File: src/rtl/id_forward_ctrl.sv
`default_nettype none
// ============================================================================
// Module   : id_forward_ctrl
// Brief    : Decode-stage forwarding selects and load-use stall control,
//            backed by a two-slot EX/MEM scoreboard of pending writes.
// Revision : 1.0 - initial release
// ============================================================================
module id_forward_ctrl #(
    parameter int STALL_CNT_W = 16
) (
    input  logic                   CLK,
    input  logic                   RESET,
    input  logic [31:0]            Instr1_IN,
    input  logic                   reg_write,
    input  logic                   link_out,
    input  logic                   branch_out,
    input  logic                   jump_out,
    input  logic                   jump_reg_out,
    input  logic                   use_rd,
    input  logic                   store_fu,
    input  logic                   mem_read_id,
    input  logic                   sys_flush,
    output logic [1:0]             Branch_JR_select_A_FU,
    output logic [1:0]             Branch_JR_select_B_FU,
    output logic                   Fwd_Stall,
    output logic [STALL_CNT_W-1:0] stall_count
);

    localparam logic [0:0] c_ST_RUN   = 1'b0;
    localparam logic [0:0] c_ST_STALL = 1'b1;

    localparam logic [1:0] c_SEL_RF  = 2'd0;
    localparam logic [1:0] c_SEL_ALU = 2'd1;
    localparam logic [1:0] c_SEL_MEM = 2'd2;

    localparam logic [4:0] c_REG_LINK = 5'd31;

    logic                   r_ex_valid;
    logic [4:0]             r_ex_dest;
    logic                   r_ex_load;
    logic                   r_mem_valid;
    logic [4:0]             r_mem_dest;
    logic [0:0]             r_state;
    logic [0:0]             w_state_nxt;
    logic [STALL_CNT_W-1:0] r_stall_count;

    logic [4:0] w_rs;
    logic [4:0] w_rt;
    logic [4:0] w_rd;
    logic [4:0] w_id_dest;
    logic       w_id_valid;
    logic       w_rs_needed;
    logic       w_rt_needed;
    logic       w_rs_hazard;
    logic       w_rt_hazard;
    logic       w_hazard;
    logic       w_unused_bits;

    assign w_rs = Instr1_IN[25:21];
    assign w_rt = Instr1_IN[20:16];
    assign w_rd = Instr1_IN[15:11];

    // Opcode/funct/immediate bits and the JR flag carry no extra information here:
    // JR reads rs, which is already treated as needed by default.
    assign w_unused_bits = ^{Instr1_IN[31:26], Instr1_IN[10:0], jump_reg_out};

    assign w_id_dest   = use_rd ? w_rd : (link_out ? c_REG_LINK : w_rt);
    assign w_id_valid  = reg_write && (w_id_dest != 5'd0);

    assign w_rs_needed = !(link_out && jump_out);
    assign w_rt_needed = use_rd || branch_out || store_fu;

    function automatic logic [1:0] f_sel(
        input logic [4:0] src,
        input logic       needed,
        input logic       ex_valid,
        input logic [4:0] ex_dest,
        input logic       ex_load,
        input logic       mem_valid,
        input logic [4:0] mem_dest
    );
        logic [1:0] sel;
        sel = c_SEL_RF;
        if (needed && (src != 5'd0)) begin
            if (ex_valid && (ex_dest == src) && !ex_load) begin
                sel = c_SEL_ALU;
            end else if (mem_valid && (mem_dest == src)) begin
                sel = c_SEL_MEM;
            end
        end
        return sel;
    endfunction

    assign Branch_JR_select_A_FU = f_sel(w_rs, w_rs_needed, r_ex_valid, r_ex_dest,
                                         r_ex_load, r_mem_valid, r_mem_dest);
    assign Branch_JR_select_B_FU = f_sel(w_rt, w_rt_needed, r_ex_valid, r_ex_dest,
                                         r_ex_load, r_mem_valid, r_mem_dest);

    // Slot dest is never r0 while valid, so r0 sources cannot hazard.
    assign w_rs_hazard = w_rs_needed && r_ex_valid && r_ex_load && (r_ex_dest == w_rs);
    assign w_rt_hazard = w_rt_needed && r_ex_valid && r_ex_load && (r_ex_dest == w_rt);
    assign w_hazard    = w_rs_hazard || w_rt_hazard;

    // Only one stall cycle is ever needed: by then the load sits in MEM.
    always_comb begin
        w_state_nxt = r_state;
        Fwd_Stall   = 1'b0;
        case (r_state)
            c_ST_RUN: begin
                if (w_hazard) begin
                    Fwd_Stall   = 1'b1;
                    w_state_nxt = c_ST_STALL;
                end
            end
            c_ST_STALL: begin
                w_state_nxt = c_ST_RUN;
            end
            default: begin
                w_state_nxt = c_ST_RUN;
            end
        endcase
        if (sys_flush) begin
            w_state_nxt = c_ST_RUN;
        end
    end

    always_ff @(posedge CLK) begin
        if (RESET) begin
            r_state <= c_ST_RUN;
        end else begin
            r_state <= w_state_nxt;
        end
    end

    always_ff @(posedge CLK) begin
        if (RESET || sys_flush) begin
            r_ex_valid  <= 1'b0;
            r_ex_dest   <= 5'd0;
            r_ex_load   <= 1'b0;
            r_mem_valid <= 1'b0;
            r_mem_dest  <= 5'd0;
        end else begin
            r_mem_valid <= r_ex_valid;
            r_mem_dest  <= r_ex_dest;
            if (Fwd_Stall) begin
                r_ex_valid <= 1'b0;
                r_ex_dest  <= 5'd0;
                r_ex_load  <= 1'b0;
            end else begin
                r_ex_valid <= w_id_valid;
                r_ex_dest  <= w_id_valid ? w_id_dest : 5'd0;
                r_ex_load  <= w_id_valid && mem_read_id;
            end
        end
    end

    always_ff @(posedge CLK) begin
        if (RESET) begin
            r_stall_count <= '0;
        end else if (Fwd_Stall && (r_stall_count != {STALL_CNT_W{1'b1}})) begin
            r_stall_count <= r_stall_count + STALL_CNT_W'(1);
        end
    end

    assign stall_count = r_stall_count;

endmodule
`default_nettype wire

File: config.mk
export PLATFORM = sky130hd
export DESIGN_NAME = id_forward_ctrl
export DESIGN_NICKNAME = d
export VERILOG_FILES = /design/src/rtl/id_forward_ctrl.sv
export SDC_FILE = /design/constraint.sdc
export NUM_CORES = 1
export LEC_CHECK = 0
export CAP_MARGIN = 5
export CELL_PAD_IN_SITES_DETAIL_PLACEMENT = 0
export CELL_PAD_IN_SITES_GLOBAL_PLACEMENT = 1
export CORE_ASPECT_RATIO = 1.2
export CORE_UTILIZATION = 33
export CTS_CLUSTER_SIZE = 28
export DETAILED_ROUTE_END_ITERATION = 7
export HOLD_SLACK_MARGIN = 0.1
export PLACE_DENSITY = 0.85
export SLEW_MARGIN = 20
export SYNTH_ARGS = -nofsm -noshare
export SYNTH_HDL_FRONTEND = slang
export SYNTH_SLANG_ARGS = --single-unit
export TNS_END_PERCENT = 1
File: constraint.sdc
create_clock -name CLK -period 5.95 [get_ports CLK]
set_clock_uncertainty 0.15 [all_clocks]
set_input_delay 1.785 -clock CLK [delete_from_list [all_inputs] [get_ports CLK]]
set_output_delay 1.785 -clock CLK [all_outputs]
set_load 0.02 [all_outputs]
==> flow_summary_export.csv, run 1 <==
group,metric,value,unit
power,leakage,0.733,nW
floorplan,std_cell_core_area,0.00466,sq mm
clock_network,cts_tree,"yes",
grt,grt_max_degree,32,
detailed_routing,drc,0,
synth,synth_top_flop_cell,"dfxtp_1",
clock_network,cts_htree_levels,2,
timing,hold_ws,349,ps
worst_setup_path,worstSetupStartpoint,"Instr1_IN[18]",
detailed_routing,first_pass_iters,4,
status,run_status,"finished clean",
worst_setup_path,timing.critical_path.slowest_cell_delay,640,ps
synth,postSynthNetCount,242,
placement,routabilityCongestion,0.811,
clock_network,number_of_buffers_added_for_setup_after_cts,0,
timing,pins_over_their_slew_limit,0,
placement,hpwlAfterDp,3060,microns
floorplan,std_cell_rows,27,
power,power_per_cell_area,190,mW/mm^2
worst_setup_path,most_frequent_cell_on_the_critical_path,"clkdlybuf4s50_1",
layout,area.growth.synth_to_final,36.3,%
synth,synthArstFlopShare,0,
floorplan,floorplan.die.height,79.1,microns
worst_setup_path,endpoint_kind,"output pin",
timing,totalNegativeSetupSlack,0,ps
clock_network,tritoncts.num_buffers,5,
timing,final.period_utilization,0.976,
worst_setup_path,cp_slowest_cell,"clkdlybuf4s50_1",
clock_network,hold_buffers,0,
layout,layout.nets,288,
timing,setup_failing_eps_final,0,
detailed_routing,total_wire_length,4200,microns
worst_setup_path,worst_setup_path_category,"primary input to output pin",
placement,total_of_buffers_placed_on_input_and_output_ports,45,
synth,synth.most_common_cell,"dfxtp_1",
floorplan,die_w,66.3,microns
layout,postLayoutCellArea,0.00223,sq mm
worst_setup_path,terminus_of_the_critical_flop_to_flop_path,"stall_count[5]",
synth,synth_enable_flop_cells,0,
worst_setup_path,worst-r2r-setup-slack,3530,ps
worst_setup_path,sequence_of_cells_on_the_critical_path,"clkdlybuf4s50_1 -> xor2_1 -> nor4_1 -> nand3_1 -> nor3_1 -> clkdlybuf4s50_1",
worst_setup_path,critical_path_required,4010,ps
detailed_routing,dr_vias,1620,
timing,relSlewSlack,0.420,
timing,count_of_endpoints_failing_hold_in_the_final_timing_report,0,
clock_network,clk-insertion-delay-late,280,ps
timing,grt_setup_unrepaired,"no",
clock_network,clock_tree.root_cell,"clkbuf_8",
detailed_routing,detailedRoute.firstIterationViolations,50,
floorplan,floorplan.die_area,0.00525,sq mm
clock_network,ctsResizeCount,0,
synth,yosysWarningCount,0,
placement,pre_cts_ws,180,ps
grt,initial_antenna_violation_count,0,
clock_network,clk_pin_slew_worst_paths,60,ps
power,irDropWorstVdd,132,uV
layout,post-route-util,0.479,
grt,grt-ovfl-total,0,
worst_setup_path,worst-path-max-fanout,4,
clock_network,clock-sinks,30,
detailed_routing,antenna_left,0,
placement,dpl-instance-area,0.00214,sq mm
layout,n_fill_cell,489,
grt,first_global_vias,1508,
floorplan,initial_core_util,0.351,
worst_setup_path,worstSetupStartpointType,"primary input",
clock_network,cts-root-to-sink-buffers,2,
layout,drive_gt1_frac,0.0735,
layout,antenna_cells,0,
timing,layout_setup_ws,146,ps
grt,grt_first_pass_wirelength,6930,microns
synth,avgSynthCellArea,8.27,sq um
min_path,timing.hold.worst_path_depth,1,
worst_setup_path,crit-reg2reg-launch,"stall_count[0]",
synth,netlist.area_leader.share,0.367,
min_path,worst_hold_path_type,"flip-flop to flip-flop",
synth,netlist.top_cell.by_area,"dfxtp_1",
floorplan,count_of_boundary_i_o_pins,64,
synth,synth-seq-area-share,0.367,
worst_setup_path,worst-endpoint-arrival,3870,ps
timing,max_freq,172,MHz
timing,tightestPinTransition,864,ps
synth,postSynthCellCount,198,
synth,synth.top_cells.by_area,"dfxtp_1 (37%), xnor2_1 (6.4%), nor3_1 (4.9%), or4_1 (4.6%), a21oi_1 (4.3%)",
detailed_routing,avgRoutedWirePerCell,13.9,microns
synth,synth.distinct_cells,37,
synth,synth-seq-cells,30,
detailed_routing,via_per_inst,5.35,
worst_setup_path,ff2ff_path_depth,6,
worst_setup_path,critical_path.endpoint,"Branch_JR_select_B_FU[1]",
job,max-cap-violations,0,
grt,grt.total_usage,0.176,
synth,synth.top_cells.by_count,"dfxtp_1 (30), nor3_1 (16), a21oi_1 (14), nand2_1 (14)",
timing,layout_min_cycle_time,5800,ps
synth,syn-cell-area,0.00164,sq mm
==> flip-flops by register name, indices dropped and copies added, names as in the netlist <==
name / cells
r_ex_dest: 5
r_mem_dest: 5
stall_count: 16
r_mem_valid: 1
r_ex_load: 1
r_state: 1
r_ex_valid: 1
==> routing by layer <==
metal | up-vias | global-route usage | part of all wire
li1 | 816 | - | -
met1 | 759 | 0.199 | 0.43
met2 | 39 | 0.306 | 0.50
met3 | 6 | 0.0489 | 0.057
met4 | 0 | 0.0723 | 0.013
met5 | - | 0 | 0
==> through the flow <==
step / std cells / power (W)
after global routing: 303 / 0.000442
final: 303 / 0.000423
after CTS: 303 / 0.000426
after floorplan: 198 / 0.000232
after global placement: 295 / 0.000257
after detailed placement: 295 / 0.000258
==> power breakdown <==
group          switching, W  internal [W]  total [W]
clock             0.0000765     0.0000932   0.000170
combinational     0.0000225     0.0000255  0.0000480
sequential       0.00000198      0.000203   0.000205
==> critical path: cells and delay by family <==
family / cells / cell delay, ps
XOR/XNOR: 1 / 220
buffers and inverters: 2 / 1160
AND/OR/NAND/NOR: 3 / 710
==> cells by family (layout without fill, tap and decap cells) <==
kind of cell | count (synthesis) | in the layout | share of synthesized area
AO/OA/AOI/OAI | 32 | 32 | 0.118
XOR/XNOR | 20 | 20 | 0.107
adder cells (fa/ha/maj) | 1 | 1 | 0.00764
buffers and inverters | 11 | 58 | 0.0283
flip-flops | 30 | 30 | 0.367
multiplexers | 3 | 3 | 0.0206
AND/OR/NAND/NOR | 101 | 101 | 0.351
==> worst min path at each step <==
stage / start / endpoint / slack (ps)
2_1_floorplan: r_ex_valid / r_mem_valid / 310
5_1_grt: r_ex_valid / r_mem_valid / 380
4_1_cts: r_ex_valid / r_mem_valid / 350
6_report: r_ex_valid / r_mem_valid / 350
3_3_place_gp: r_ex_valid / r_mem_valid / 320
3_5_place_dp: r_ex_valid / r_mem_valid / 330
==> area by class of cell <==
cell class	instances	area [sq um]	share of cell area
multi-input cells	157	990	0.444
inverters	3	11.3	0.00505
clock buffers	7	86.3	0.0387
flip-flops and latches	30	601	0.269
repair buffers	47	465	0.209
clock inverters	1	5.00	0.00224
well taps	58	72.6	0.0325
==> placed cells by master, fill, tap and decap left out, types with 4 or more instances in the layout <==
cell type / n
or4_1: 10
clkbuf_8: 6
nor3_1: 16
a21oi_1: 14
xnor2_1: 12
o31ai_1: 9
nor2_1: 9
nand3_1: 12
nor2b_1: 8
clkdlybuf4s50_1: 45
dfxtp_1: 30
nand2_1: 14
nor4_1: 7
and2_1: 5
o21ai_0: 5
or3_1: 4
xor2_1: 8
Power figures use the tool's default switching activity.
==> run 2, diff against run 1 <==
Settings changed: SLEW_MARGIN 20 to unset.
==> results of run 2 <==
Final layout, timing and power as in run 1 (identical DEF).
==> run 3, diff against run 2 <==
Settings changed: SETUP_SLACK_MARGIN set to 0.5.
==> flow_summary_export.csv, run 3 (same netlist as run 1, synthesis figures left out) <==
group,metric,value,unit
status,run_status,"finished clean",
layout,antenna_cells,0,
floorplan,floorplan.die.height,79.1,microns
worst_setup_path,most_frequent_cell_on_the_critical_path,"clkdlybuf4s50_1",
worst_setup_path,endpoint_kind,"output pin",
power,p_clk_frac,0.401,
min_path,worst_hold_path_type,"flip-flop to flip-flop",
detailed_routing,detailedRoute.firstIterationViolations,53,
worst_setup_path,ff2ff_path_depth,6,
clock_network,cts-root-to-sink-buffers,2,
timing,tightestPinTransition,863,ps
worst_setup_path,sequence_of_cells_on_the_critical_path,"clkdlybuf4s50_1 -> or4_1 -> o21ai_0 -> nor4_1 -> clkdlybuf4s50_1",
clock_network,cts_tree,"yes",
layout,area.growth.synth_to_final,37.2,%
grt,globalRouteMet3Util,0.0489,
power,share_seq_of_total_power,0.484,
worst_setup_path,critical_path_required,4010,ps
floorplan,std_cell_rows,27,
floorplan,count_of_boundary_i_o_pins,64,
clock_network,tritoncts.num_buffers,5,
worst_setup_path,cp_slowest_cell,"or4_1",
grt,grt-ovfl-total,0,
clock_network,number_of_buffers_added_for_setup_after_cts,0,
layout,layoutNonFillerInstCount,303,
clock_network,hold_buffers,0,
floorplan,initial_core_util,0.351,
placement,total_of_buffers_placed_on_input_and_output_ports,45,
timing,final.period_utilization,0.944,
detailed_routing,first_pass_iters,4,
detailed_routing,dr_vias,1615,
timing,layout_min_cycle_time,5620,ps
worst_setup_path,path_buf_inv,2,
grt,use_met2,0.307,
grt,grt.total_usage,0.178,
layout,postLayoutCellArea,0.00224,sq mm
detailed_routing,total_wire_length,4210,microns
placement,hpwlAfterDp,3060,microns
timing,pins_over_their_slew_limit,0,
floorplan,die_w,66.3,microns
detailed_routing,drc,0,
layout,number_of_flip_flops_under_the_largest_register_name,16,
clock_network,cts_htree_levels,2,
timing,grt_setup_unrepaired,"yes",
power,netSwitchingPower,0.000102,W
layout,drive_gt1_frac,0.0816,
grt,gr-usage-met1,0.202,
clock_network,clk_pin_slew_worst_paths,60,ps
placement,routabilityCongestion,0.811,
layout,layout.cells.most_common_list,"clkdlybuf4s50_1 (43), dfxtp_1 (30), nor3_1 (16), nand2_1 (14), a21oi_1 (14)",
worst_setup_path,worst-endpoint-arrival,3680,ps
detailed_routing,antenna_left,0,
power,power_per_cell_area,189,mW/mm^2
power,leakage,0.757,nW
grt,grt_first_pass_wirelength,7000,microns
clock_network,clock-sinks,30,
job,max-cap-violations,0,
layout,leading_cell_type_in_the_layout_fill_and_taps_excluded,"clkdlybuf4s50_1",
timing,totalNegativeSetupSlack,0,ps
worst_setup_path,kind_of_cell_adding_the_most_delay_to_the_critical_path,"buffers and inverters",
timing,count_of_endpoints_failing_hold_in_the_final_timing_report,0,
power,cell_internal_pwr,0.000322,W
power,combPwrFrac,0.115,
placement,placedCellCount,295,
floorplan,std_cell_core_area,0.00466,sq mm
min_path,timing.hold.worst_path_depth,1,
layout,layout.nets,288,
grt,global_route.peak_usage_layer,"met2",
detailed_routing,via_per_inst,5.33,
detailed_routing,avgRoutedWirePerCell,13.9,microns
timing,setup_failing_eps_final,0,
clock_network,clk-insertion-delay-late,280,ps
worst_setup_path,worst_setup_path_category,"primary input to output pin",
placement,dpl-instance-area,0.00214,sq mm
grt,first_global_vias,1519,
grt,initial_antenna_violation_count,0,
worst_setup_path,timing.critical_path.slowest_cell_delay,560,ps
grt,grt_max_degree,32,
power,total_power,0.000424,W
clock_network,clock_tree.root_cell,"clkbuf_8",
floorplan,floorplan.die_area,0.00525,sq mm
timing,relSlewSlack,0.421,
worst_setup_path,worstSetupStartpointType,"primary input",
timing,max_freq,178,MHz
power,share_of_total_power_consumed_by_net_switching,0.240,
worst_setup_path,worst-path-max-fanout,3,
worst_setup_path,worstSetupPathDepth,5,
power,irDropWorstVdd,132,uV
clock_network,ctsResizeCount,2,
[run 3: power groups by stage]
| stage | sequential, W | clock, W | combinational (W) |
|---|---|---|---|
| global placement | 0.000210 | 0 | 0.0000479 |
| floorplan | 0.000209 | 0 | 0.0000226 |
| global route | 0.000205 | 0.000184 | 0.0000542 |
| detailed placement | 0.000210 | 0 | 0.0000481 |
| CTS | 0.000205 | 0.000173 | 0.0000488 |
| finish | 0.000205 | 0.000170 | 0.0000489 |
[run 3: per-layer routing]
layer	share of wire	vias up
met3	0.059	6
met2	0.50	41
li1	-	815
met5	0	-
met4	0.013	0
met1	0.43	753
[run 3: path summary, 6_finish.rpt]
check,slack (ps),startpoint,endpoint
max,330,Instr1_IN[22],Branch_JR_select_A_FU[0]
min,350,r_ex_valid,r_mem_valid
max reg2reg,3530,stall_count[0],stall_count[5]
min reg2reg,350,r_ex_valid,r_mem_valid
[run 3: cell type report]
cell class	count	area (sq um)
Fill cell	489	2420
Tap cell	58	72.6
Sequential cell	30	601
Multi-Input combinational cell	157	1000
Inverter	3	11.3
Clock buffer	7	86.3
Timing Repair Buffer	47	467
Clock inverter	1	5.00
[run 3: metrics by stage]
stage / hold WS, ps / util / setup slack, ps
after floorplan: 309 / - / 1110
after global placement: 317 / 0.459 / 225
after detailed placement: 335 / 0.459 / 180
after CTS: 350 / 0.480 / 305
after global routing: 379 / 0.481 / 256
final: 349 / 0.481 / 333
[run 3: worst register-to-register path: cells and delay by family, from the launching register on]
kind / cells / cell delay [ps]
multiplexers: 1 / 300
adder cells (fa/ha/maj): 1 / 220
flip-flops: 1 / 420
AO/OA/AOI/OAI: 1 / 710
AND/OR/NAND/NOR: 3 / 510
